File: config.mk
export PLATFORM = sky130hd
export DESIGN_NAME = f_sequence_detector
export DESIGN_NICKNAME = d
export VERILOG_FILES = /design/src/rtl/f_sequence_detector.sv
export SDC_FILE = /design/constraint.sdc
export NUM_CORES = 1
export LEC_CHECK = 0
export BUFFER_PORTS_ARGS = -buffer_cell sky130_fd_sc_hd__buf_2
export CAP_MARGIN = 20
export CORE_MARGIN = 2
export CORE_UTILIZATION = 59
export DETAILED_ROUTE_END_ITERATION = 8
export GPL_ROUTABILITY_DRIVEN = 0
export GPL_TIMING_DRIVEN = 0
export PLACE_DENSITY = 0.89
export SYNTH_ARGS = -nofsm -noshare
export SYNTH_HDL_FRONTEND = slang
export SYNTH_SLANG_ARGS = --single-unit
File: constraint.sdc
create_clock -name clk -period 6.4 [get_ports clk]
set_clock_uncertainty 0.15 [all_clocks]
set_input_delay 0.32 -clock clk [delete_from_list [all_inputs] [get_ports clk]]
set_output_delay 0.32 -clock clk [all_outputs]
set_load 0.005 [all_outputs]
File: src/rtl/f_sequence_detector.sv
// rtl/f_sequence_detector.sv - overlapping bit-pattern detector on qualified F samples with saturating counters
// Optional idle timeout enabled by defining DETECT_TIMEOUT_EN.
module f_sequence_detector #(
  parameter int                 PAT_LEN        = 4,
  parameter logic [PAT_LEN-1:0] PATTERN        = 4'b1011,
  parameter int                 CNT_W          = 8,
  parameter int                 TIMEOUT_CYCLES = 16
) (
  input  logic             clk,
  input  logic             rst_n,
  input  logic             f_in,
  input  logic             f_valid,
  input  logic             clear,
  output logic             match,
  output logic [CNT_W-1:0] match_count,
  output logic [CNT_W-1:0] ones_count,
  output logic [CNT_W-1:0] sample_count,
  output logic [1:0]       state,
  output logic             halted,
  output logic             timeout
);

  typedef enum logic [1:0] {
    IDLE = 2'b00,
    FILL = 2'b01,
    RUN  = 2'b10,
    HALT = 2'b11
  } state_t;

  localparam int                 FILL_W    = $clog2(PAT_LEN + 1);
  localparam logic [FILL_W-1:0]  FILL_FULL = FILL_W'(PAT_LEN);
  localparam logic [CNT_W-1:0]   CNT_MAX   = '1;

  state_t             state_q, state_d;
  logic [PAT_LEN-1:0] window_q, window_d;
  logic [FILL_W-1:0]  fill_q, fill_d;
  logic [CNT_W-1:0]   match_count_q, match_count_d;
  logic [CNT_W-1:0]   ones_count_q, ones_count_d;
  logic [CNT_W-1:0]   sample_count_q, sample_count_d;
  logic               match_q, match_d;
  logic               accept;

`ifdef DETECT_TIMEOUT_EN
  localparam int             IDLE_W   = $clog2(TIMEOUT_CYCLES + 1);
  localparam logic [IDLE_W-1:0] IDLE_LAST = IDLE_W'(TIMEOUT_CYCLES - 1);
  logic [IDLE_W-1:0] idle_q, idle_d;
  logic              timeout_q, timeout_d;
`endif

  function automatic logic [CNT_W-1:0] sat_inc(input logic [CNT_W-1:0] v);
    return (v == CNT_MAX) ? v : v + 1'b1;
  endfunction

  assign accept = f_valid && (state_q != HALT);

  always_comb begin
    state_d        = state_q;
    window_d       = window_q;
    fill_d         = fill_q;
    match_count_d  = match_count_q;
    ones_count_d   = ones_count_q;
    sample_count_d = sample_count_q;
    match_d        = 1'b0;
`ifdef DETECT_TIMEOUT_EN
    idle_d         = idle_q;
    timeout_d      = 1'b0;
`endif
    if (clear) begin
      state_d        = IDLE;
      window_d       = '0;
      fill_d         = '0;
      match_count_d  = '0;
      ones_count_d   = '0;
      sample_count_d = '0;
`ifdef DETECT_TIMEOUT_EN
      idle_d         = '0;
`endif
    end else if (accept) begin
      window_d       = {window_q[PAT_LEN-2:0], f_in};
      fill_d         = (fill_q == FILL_FULL) ? fill_q : fill_q + 1'b1;
      sample_count_d = sat_inc(sample_count_q);
      if (f_in) ones_count_d = sat_inc(ones_count_q);
      // The match test looks at the post-shift window so the completing bit counts.
      if ((fill_d == FILL_FULL) && (window_d == PATTERN)) begin
        match_d       = 1'b1;
        match_count_d = sat_inc(match_count_q);
      end
      if (match_count_d == CNT_MAX) state_d = HALT;
      else if (fill_d == FILL_FULL) state_d = RUN;
      else                          state_d = FILL;
`ifdef DETECT_TIMEOUT_EN
      idle_d = '0;
`endif
    end
`ifdef DETECT_TIMEOUT_EN
    else if ((state_q == FILL) || (state_q == RUN)) begin
      if (idle_q == IDLE_LAST) begin
        // Counters survive a timeout; only the partial pattern is discarded.
        state_d   = IDLE;
        window_d  = '0;
        fill_d    = '0;
        idle_d    = '0;
        timeout_d = 1'b1;
      end else begin
        idle_d = idle_q + 1'b1;
      end
    end
`endif
  end

  always_ff @(posedge clk or negedge rst_n) begin
    if (!rst_n) begin
      state_q        <= IDLE;
      window_q       <= '0;
      fill_q         <= '0;
      match_count_q  <= '0;
      ones_count_q   <= '0;
      sample_count_q <= '0;
      match_q        <= 1'b0;
    end else begin
      state_q        <= state_d;
      window_q       <= window_d;
      fill_q         <= fill_d;
      match_count_q  <= match_count_d;
      ones_count_q   <= ones_count_d;
      sample_count_q <= sample_count_d;
      match_q        <= match_d;
    end
  end

`ifdef DETECT_TIMEOUT_EN
  always_ff @(posedge clk or negedge rst_n) begin
    if (!rst_n) begin
      idle_q    <= '0;
      timeout_q <= 1'b0;
    end else begin
      idle_q    <= idle_d;
      timeout_q <= timeout_d;
    end
  end
  assign timeout = timeout_q;
`else
  assign timeout = 1'b0;
`endif

  assign match        = match_q;
  assign match_count  = match_count_q;
  assign ones_count   = ones_count_q;
  assign sample_count = sample_count_q;
  assign state        = state_q;
  assign halted       = (state_q == HALT);

endmodule

* Word level (Yosys, flattened, before mapping) *
Cells that the tools add are included.
Widths: inputs -> output; s select.

storage, ports and cells
  register bits = 33
  latch bits = 0
  bits in writable memories = 0
  ROM bits = 0
  input port bits = 5
  output and inout port bits = 29
  word-level logic and storage cells = 53
  memories = 0

cells by class
  add/subtract/negate cells = 4
  $mul = 0
  divide/modulo/power cells = 0
  order comparisons = 0
  eq/ne operators = 11
  shifts and indexed selects = 0
  mux-type cells = 25
  bitwise gates (word level) = 0
  reduce and logical (&&, ||, !) cells = 6

operators by type and width
  operator             number
  $mux 8               13
  $eq 8x8->1 const B   4
  $add 8x1->8 const B  3
  $mux 3               5
  $mux 2               4
  $eq 3x3->1 const B   2
  $ne 2x2->1 const B   3
  $eq 4x4->1 const B   1
  $reduce_bool 2->1    2
  $add 3x1->3 const B  1
  $mux 1               3
  $reduce_and 3->1     1
  $eq 2x2->1 const B   1
  $logic_and 1x1->1    2
  $reduce_and 2->1     1

* Depth between registers and ports, before layout *
Gate-level depths: netlist of the first run.

  depth after elaboration = 11
  mapped depth = 9
  gate-level depth less buffers = 8

* Worst setup path before layout of the first run *
No wires, ideal clock.

  path kind = register to register
  start point = register fill_q[0]
  end point = register match_count_q[5], in the netlist match_count[5]
  library setup time = 0.132 ns
  data arrival time = 2.098 ns
  required time = 6.118 ns
  path slack = 4.020 ns
  cell stages (with the launch flop) = 10
  path buffers = 1
  clock period less this slack = 2.380 ns
  cells stage by stage = dfrtp_1 -> inv_1 -> ha_1 -> or3b_4 -> a311oi_4 -> and3_1 -> buf_4 -> and3b_1 -> xnor2_1 -> nor2_1

on the way
  longest elaborated chain between the ends = 9
  elaborated cells on any way between the ends = 10

ends and longest elaborated chain
  what                                              RTL line  RTL
  start, declared                                   36        logic [FILL_W-1:0] fill_q, fill_d;
  start signal, assigned                            123       fill_q <= fill_d;
  $add 3x1->3 / $eq 3x3->1 (equally long branches)  80        fill_d = (fill_q == FILL_FULL) ? fill_q : fill_q + 1'b1;
  $mux 3 (*)                                        80
  $eq 3x3->1 (*)                                    84        if ((fill_d == FILL_FULL) && (window_d == PATTERN)) begin
  $logic_and 1x1->1 (*)                             84
  $mux 8 (*)                                        84
  $mux 8 (*)                                        78        end else if (accept) begin
  $mux 8 (*)                                        68        if (clear) begin
  $mux 8 (*)                                        78
  $mux 8 (*)                                        68
  end signal, assigned                              124       match_count_q <= match_count_d;
  end, declared                                     37        logic [CNT_W-1:0] match_count_q, match_count_d;

Mark *: on every way between the ends. The rest lies on a longest branch, timed or not. The select of a mux whose other input is x is not followed.
A chain may end at the register's enable or synchronous reset.

* Worst setup path after layout of the first run *
Ends and elaborated chain as after synthesis.

==> results.cfg, run 1 <==
[sta]
rsz0062_at_grt = no
fmax_ghz = 0.387
relSlewSlack_pct = 53.1
fin_setup_tns_ns = 0
hold_violations = 0
tightest_slew_ns = 0.704
fin_crit_ns = 2.58
setup_viol = 0
slew_violations = 0
timing.final.crit_share_pct = 40.4

[setup_path]
crit_chain = inv_1 > ha_1 > or3b_4 > a311oi_4 > and3_1 > buf_4 > and3b_1 > xnor2_1 > nor2_1
crit_required_ns = 6.48
cpPeakStageDelay_ns = 0.50
reg2reg_from = fill_q[0]$_DFFE_PN0P_
critPathTopFamily = simple AND/OR/NAND/NOR gates
cp-start-kind = flop
crit_buf_inv = 2
critical_path.endpoint_type = flop
cp.arrival_ns = 2.66
worstPathMaxFanout = 6
cp_slowest_cell = dfrtp_1
worstSetupPathType = flop to flop
critPathLaunch = fill_q[0]$_DFFE_PN0P_

[clocking]
cts_max_level = 2
cts_made_buffers = 5
clk_latency_ns = 0.35
clk_pin_slew_ns = 0.11
post_cts_buffers = 0
clock_path_buffers = 2
tritoncts = yes
cts-root-buf = clkbuf_4
clock_sinks = 33

[cells_and_area]
layout.nets = 249
layout_commonest_cell = buf_2
final_cell_area_um2 = 2120
nFillCells = 236
drive_gt1_share_pct = 19.2
antennaDiodeCount = 0
syn_to_final_growth_pct = 14.5
final_cell_mix = 34 x buf_2, 33 x dfrtp_1, 29 x nor2_1
utilization_pct = 70.0

[pwr]
pwr_density_cell_nw_per_um2 = 178
internal_power_mw = 0.274
p_clk_share_pct = 30.3
comb_power_share_pct = 11.3
ir_worst_vdd_mv = 0.140
power_frac_seq_pct = 58.4
p_leak_nw = 1.03
switching_share_pct = 27.3
p_sw_mw = 0.103
power.total_mw = 0.377

[route]
drtIter0Drc = 70
routed_via_density = 5.66
first_pass_iters = 4
via_count = 1607
drcViolationCount = 0
wl_met2_mm = 1.75
wl_mm = 3.74
ant_nets = 0
routedWlPerCell_um = 13.2
highest_layer = met4
wl_met1_mm = 1.70
met3_length_um = 231

[yosys]
seq_area_frac_synth_pct = 44.6
synthArstFlopShare_pct = 100
syn_area_um2 = 1850
yosys_warnings = 0
ys.flop_type = dfrtp_1
syn_nets = 210
avgSynthCellArea_um2 = 9.26
synth_cells = 200
ys_ff_latch = 33
synth_cell_types = 42
synth_edf_count = 0

[placement]
place_hpwl_mm = 2.68
portBuffers = 31
placed_area_um2 = 2060

[die]
initial_core_util_pct = 61.2
io_pins = 34
core_area_um2 = 3030
die_area_um2 = 3600
die_h_um = 60.0
die_w_um = 60.0
row_count = 20

[run]
cap_violations = 0

[run_status]
status = complete, no violations

[grt]
grt_use_total_pct = 24.4
grt_max_degree = 34
grt_pass1_wl_mm = 6.43
overflow = 0
grt_pass1_vias = 1457
antenna_found_initial = 0

[worst_hold_path]
hold_path_class = input pin to flop
hp-start = f_in
final cells by class:
cell class,instances,area [µm²],share of cell area (%)
multi-input cells,150,951,44.8
flip-flops and latches,33,826,38.9
repair buffers,32,165,7.79
plain buffers,13,60.1,2.83
well taps,44,55.1,2.60
clock buffers,8,48.8,2.30
inverters,4,15.0,0.708
worst register-to-register path, cell delays in order (launching register included):
cell	delay, ns
dfrtp_1	0.50
inv_1	0.09
ha_1	0.24
or3b_4	0.43
a311oi_4	0.35
and3_1	0.21
buf_4	0.14
and3b_1	0.18
xnor2_1	0.13
nor2_1	0.06
path summary, 6_finish.rpt:
path / endpoint / slack, ns / cells after the start
setup reg to reg: match_count[5]$_DFFE_PN0P_ / 3.82 / 9
max in group asynchronous: window_q[2]$_DFFE_PN0P_ / 5.21 / 2
min in group asynchronous: ones_count[7]$_DFFE_PN0P_ / 0.43 / 2
hold reg to reg: window_q[2]$_DFFE_PN0P_ / 0.40 / 2
hold / removal: window_q[0]$_DFFE_PN0P_ / 0.10 / 3
setup / recovery: match_count[5]$_DFFE_PN0P_ / 3.82 / 9
kinds of logic (layout without fill, tap and decap cells):
| group | after synthesis | in the layout | share of synthesized area, % |
|---|---|---|---|
| XOR/XNOR | 17 | 17 | 8.04 |
| flip-flops | 33 | 33 | 44.6 |
| buffers and inverters | 17 | 57 | 4.05 |
| AO/OA/AOI/OAI | 36 | 36 | 13.9 |
| other | 1 | 1 | 0.203 |
| adder cells (fa/ha/maj) | 5 | 5 | 3.38 |
| AND/OR/NAND/NOR | 86 | 86 | 23.1 |
| multiplexers | 5 | 5 | 2.70 |
registers in the layout, indices dropped and copies added, names as in the netlist:
signal	cells
fill_q	3
sample_count	8
state	2
window_q	3
match_count	8
match	1
ones_count	8
power groups by stage:
stage	combinational [mW]	sequential (mW)	clock, mW
after floorplan	0.0270	0.224	0
after detailed placement	0.0425	0.225	0
final	0.0426	0.220	0.114
after CTS	0.0432	0.220	0.118
after global routing	0.0490	0.221	0.127
after global placement	0.0410	0.224	0
repair_timing:
item | in CTS | in global routing
hold endpoints to repair | 33 | 0
gates resized for setup | 0 | 0
hold buffers | 1 | 0
layer usage:
layer	vias up	track usage [%]
li1	784	-
met2	51	37.1
met4	0	8.89
met1	765	32.6
met3	7	7.79
met5	-	0
synth_stat cells (all sizes together), types with 2 or more instances:
library cell	number	share of area [%]
a21oi	10	2.7
a31o	2	0.95
a31oi	2	0.68
a41oi	2	0.95
and2	3	1.0
and3	5	1.7
buf	5	1.6
clkbuf	8	1.6
dfrtp	33	45
ha	5	3.4
inv	4	0.81
mux2i	5	2.7
nand2	18	3.6
nand2b	3	1.0
nand3	7	1.9
nand4	10	3.4
nand4b	2	0.95
nor2	29	5.9
nor3	2	0.54
o21ai	9	2.4
or3	2	0.68
xnor2	6	2.8
xor2	11	5.2
per-stage QoR:
step / setup WS [ns] / hold WS, ns / instances
CTS: 3.81 / 0.0793 / 284
finish: 3.82 / 0.100 / 284
global route: 3.64 / 0.0979 / 284
floorplan: 4.02 / -0.126 / 200
detailed placement: 3.82 / 0.268 / 275
global placement: 3.86 / 0.261 / 275
Power figures use the tool's default switching activity.
==> run 2, diff against run 1 <==
--- a/config.mk
+++ b/config.mk
@@ -8,11 +8,11 @@
 export BUFFER_PORTS_ARGS = -buffer_cell sky130_fd_sc_hd__buf_2
 export CAP_MARGIN = 20
 export CORE_MARGIN = 2
-export CORE_UTILIZATION = 59
+export CORE_UTILIZATION = 50
 export DETAILED_ROUTE_END_ITERATION = 8
 export GPL_ROUTABILITY_DRIVEN = 0
 export GPL_TIMING_DRIVEN = 0
-export PLACE_DENSITY = 0.89
+export PLACE_DENSITY = 0.81
 export SYNTH_ARGS = -nofsm -noshare
 export SYNTH_HDL_FRONTEND = slang
 export SYNTH_SLANG_ARGS = --single-unit
==> constraint.sdc (replaced) <==
create_clock -name clk -period 2.3 [get_ports clk]
set_clock_uncertainty 0.15 [all_clocks]
set_input_delay 0.115 -clock clk [delete_from_list [all_inputs] [get_ports clk]]
set_output_delay 0.115 -clock clk [all_outputs]
set_load 0.005 [all_outputs]
==> run 2 against run 1 <==
The flow now finishes with violations (negative setup slack). Via count increased by 2.7%. Flip-flop and latch count unchanged. Combinational power grew to 3.5 times the previous value. Clock power grew to 3.9 times the previous value. Cell count is 3.9% higher. Global-route usage fell by 3.4 points. Largest cell class unchanged. Largest power group unchanged.
==> results.cfg, run 2 (same netlist as run 1, synthesis figures left out) <==
[grt]
grt_use_total_pct = 21.0
grt_pass1_wl_mm = 6.88
grt_max_degree = 34
grt_pass1_vias = 1536
overflow = 0
antenna_found_initial = 0

[cells_and_area]
utilization_pct = 63.0
drive_gt1_share_pct = 25.5
layout.nets = 257
antennaDiodeCount = 0
layout_commonest_cell = buf_2
final_cell_mix = 34 x buf_2, 32 x dfrtp_1, 28 x nor2_1
syn_to_final_growth_pct = 22.6
final_cell_area_um2 = 2270
nFillCells = 319
multiInputGateArea_um2 = 995
seq_area_um2 = 827

[sta]
setup_viol = 1
slew_violations = 0
tightest_slew_ns = 0.728
fin_setup_tns_ns = -0.00146
timing.final.crit_share_pct = 100
relSlewSlack_pct = 51.5
hold_violations = 0
fin_crit_ns = 2.30
fmax_ghz = 0.435
rsz0062_at_grt = yes
fin_ws_ns = -0.00146

[route]
highest_layer = met4
drtIter0Drc = 95
wl_met1_mm = 1.81
via_count = 1651
wl_met2_mm = 1.96
drcViolationCount = 0
routed_via_density = 5.60
routedWlPerCell_um = 13.8
ant_nets = 0
wl_mm = 4.07
first_pass_iters = 4
met3_length_um = 218

[setup_path]
reg2reg_from = fill_q[0]$_DFFE_PN0P_
crit_chain = inv_1 > ha_2 > or3b_4 > a311oi_4 > buf_4 > a41oi_2 > a31o_2 > o21ai_2 > o21ai_1
cp-start-kind = flop
critPathLaunch = fill_q[0]$_DFFE_PN0P_
cp_slowest_cell = dfrtp_2
cpPeakStageDelay_ns = 0.41
worstSetupPathType = flop to flop
cp.arrival_ns = 2.32
crit_required_ns = 2.32
critical_path.endpoint_type = flop
worstPathMaxFanout = 4

[clocking]
tritoncts = yes
clock_path_buffers = 2
cts_made_buffers = 5
clk_pin_slew_ns = 0.06
clock_sinks = 33
cts_max_level = 2
cts-root-buf = clkbuf_8
clk_latency_ns = 0.28

[die]
die_h_um = 64.9
core_area_um2 = 3610
die_area_um2 = 4210
io_pins = 34
initial_core_util_pct = 51.4
die_w_um = 64.9
row_count = 22

[worst_hold_path]
hold_path_class = input pin to flop
hp-start = f_valid

[run_status]
status = complete, but fails checks
violations = negative setup slack

[placement]
place_hpwl_mm = 2.73
placed_area_um2 = 2070
portBuffers = 31

[pwr]
pwr_density_cell_nw_per_um2 = 530
p_leak_nw = 1.09
ir_worst_vdd_mv = 0.359

[run]
cap_violations = 0
==> run 2: changes by cell type in the layout (fill, tap and decap cells not counted), sizes merged <==
cell	change
clkbuf	-1
dlygate4sd3	+1
buf	+7
==> run 2: where the power goes <==
group / switching, mW / total [mW] / internal (mW)
sequential: 0.0182 / 0.614 / 0.596
clock: 0.204 / 0.441 / 0.237
combinational: 0.0816 / 0.148 / 0.0665
total: 0.304 / 1.20 / 0.900
==> run 2: area by class of cell <==
class	instances	share of cell area (%)
multi-input cells	150	43.8
inverters	4	0.661
plain buffers	12	2.31
clock buffers	7	3.80
well taps	48	2.64
repair buffers	41	10.4
flip-flops and latches	33	36.4
==> run 2: critical path, delay by kind of cell, from the launching register on <==
family	cells	cell delay, ns
compound gates	5	0.78
flops	1	0.41
simple gates	1	0.41
buf+inv	2	0.25
fa+ha+maj	1	0.18
==> run 2: metrics by stage <==
stage | power [mW] | std cells | hold WS, ns | setup WS [ns]
6_report | 1.20 | 295 | 0.0950 | -0.00146
5_1_grt | 1.26 | 295 | 0.122 | -0.110
4_1_cts | 1.20 | 293 | 0.0906 | -0.0338
3_5_place_dp | 0.744 | 279 | 0.0683 | -0.171
3_3_place_gp | 0.739 | 279 | 0.0635 | -0.123
2_1_floorplan | 0.698 | 200 | -0.331 | 0.0153
==> run 2: repair_timing <==
| action | in CTS | in global routing |
|---|---|---|
| buffers inserted | 5 | 3 |
| pin swaps | 7 | 12 |
| hold buffers | 2 | 0 |
| setup endpoints to repair | 9 | 12 |
| resized for setup | 7 | 4 |
| hold endpoints to repair | 34 | 0 |
==> run 2: worst paths after layout <==
check,end,slack (ns),cells after the start
max,state[0]$_DFFE_PN0P_,-0.001,9
min,state[0]$_DFFE_PN0P_,0.1,5
max reg2reg,state[0]$_DFFE_PN0P_,-0.001,9
min reg2reg,window_q[2]$_DFFE_PN0P_,0.38,2
max in group asynchronous,fill_q[0]$_DFFE_PN0P_,1.22,2
min in group asynchronous,match_count[4]$_DFFE_PN0P_,0.27,2
==> run 2: per-layer routing <==
metal | vias up | GRT usage (%)
li1 | 797 | -
met1 | 791 | 27.2
met2 | 52 | 34.1
met3 | 11 | 5.38
met4 | 0 | 7.18
met5 | - | 0
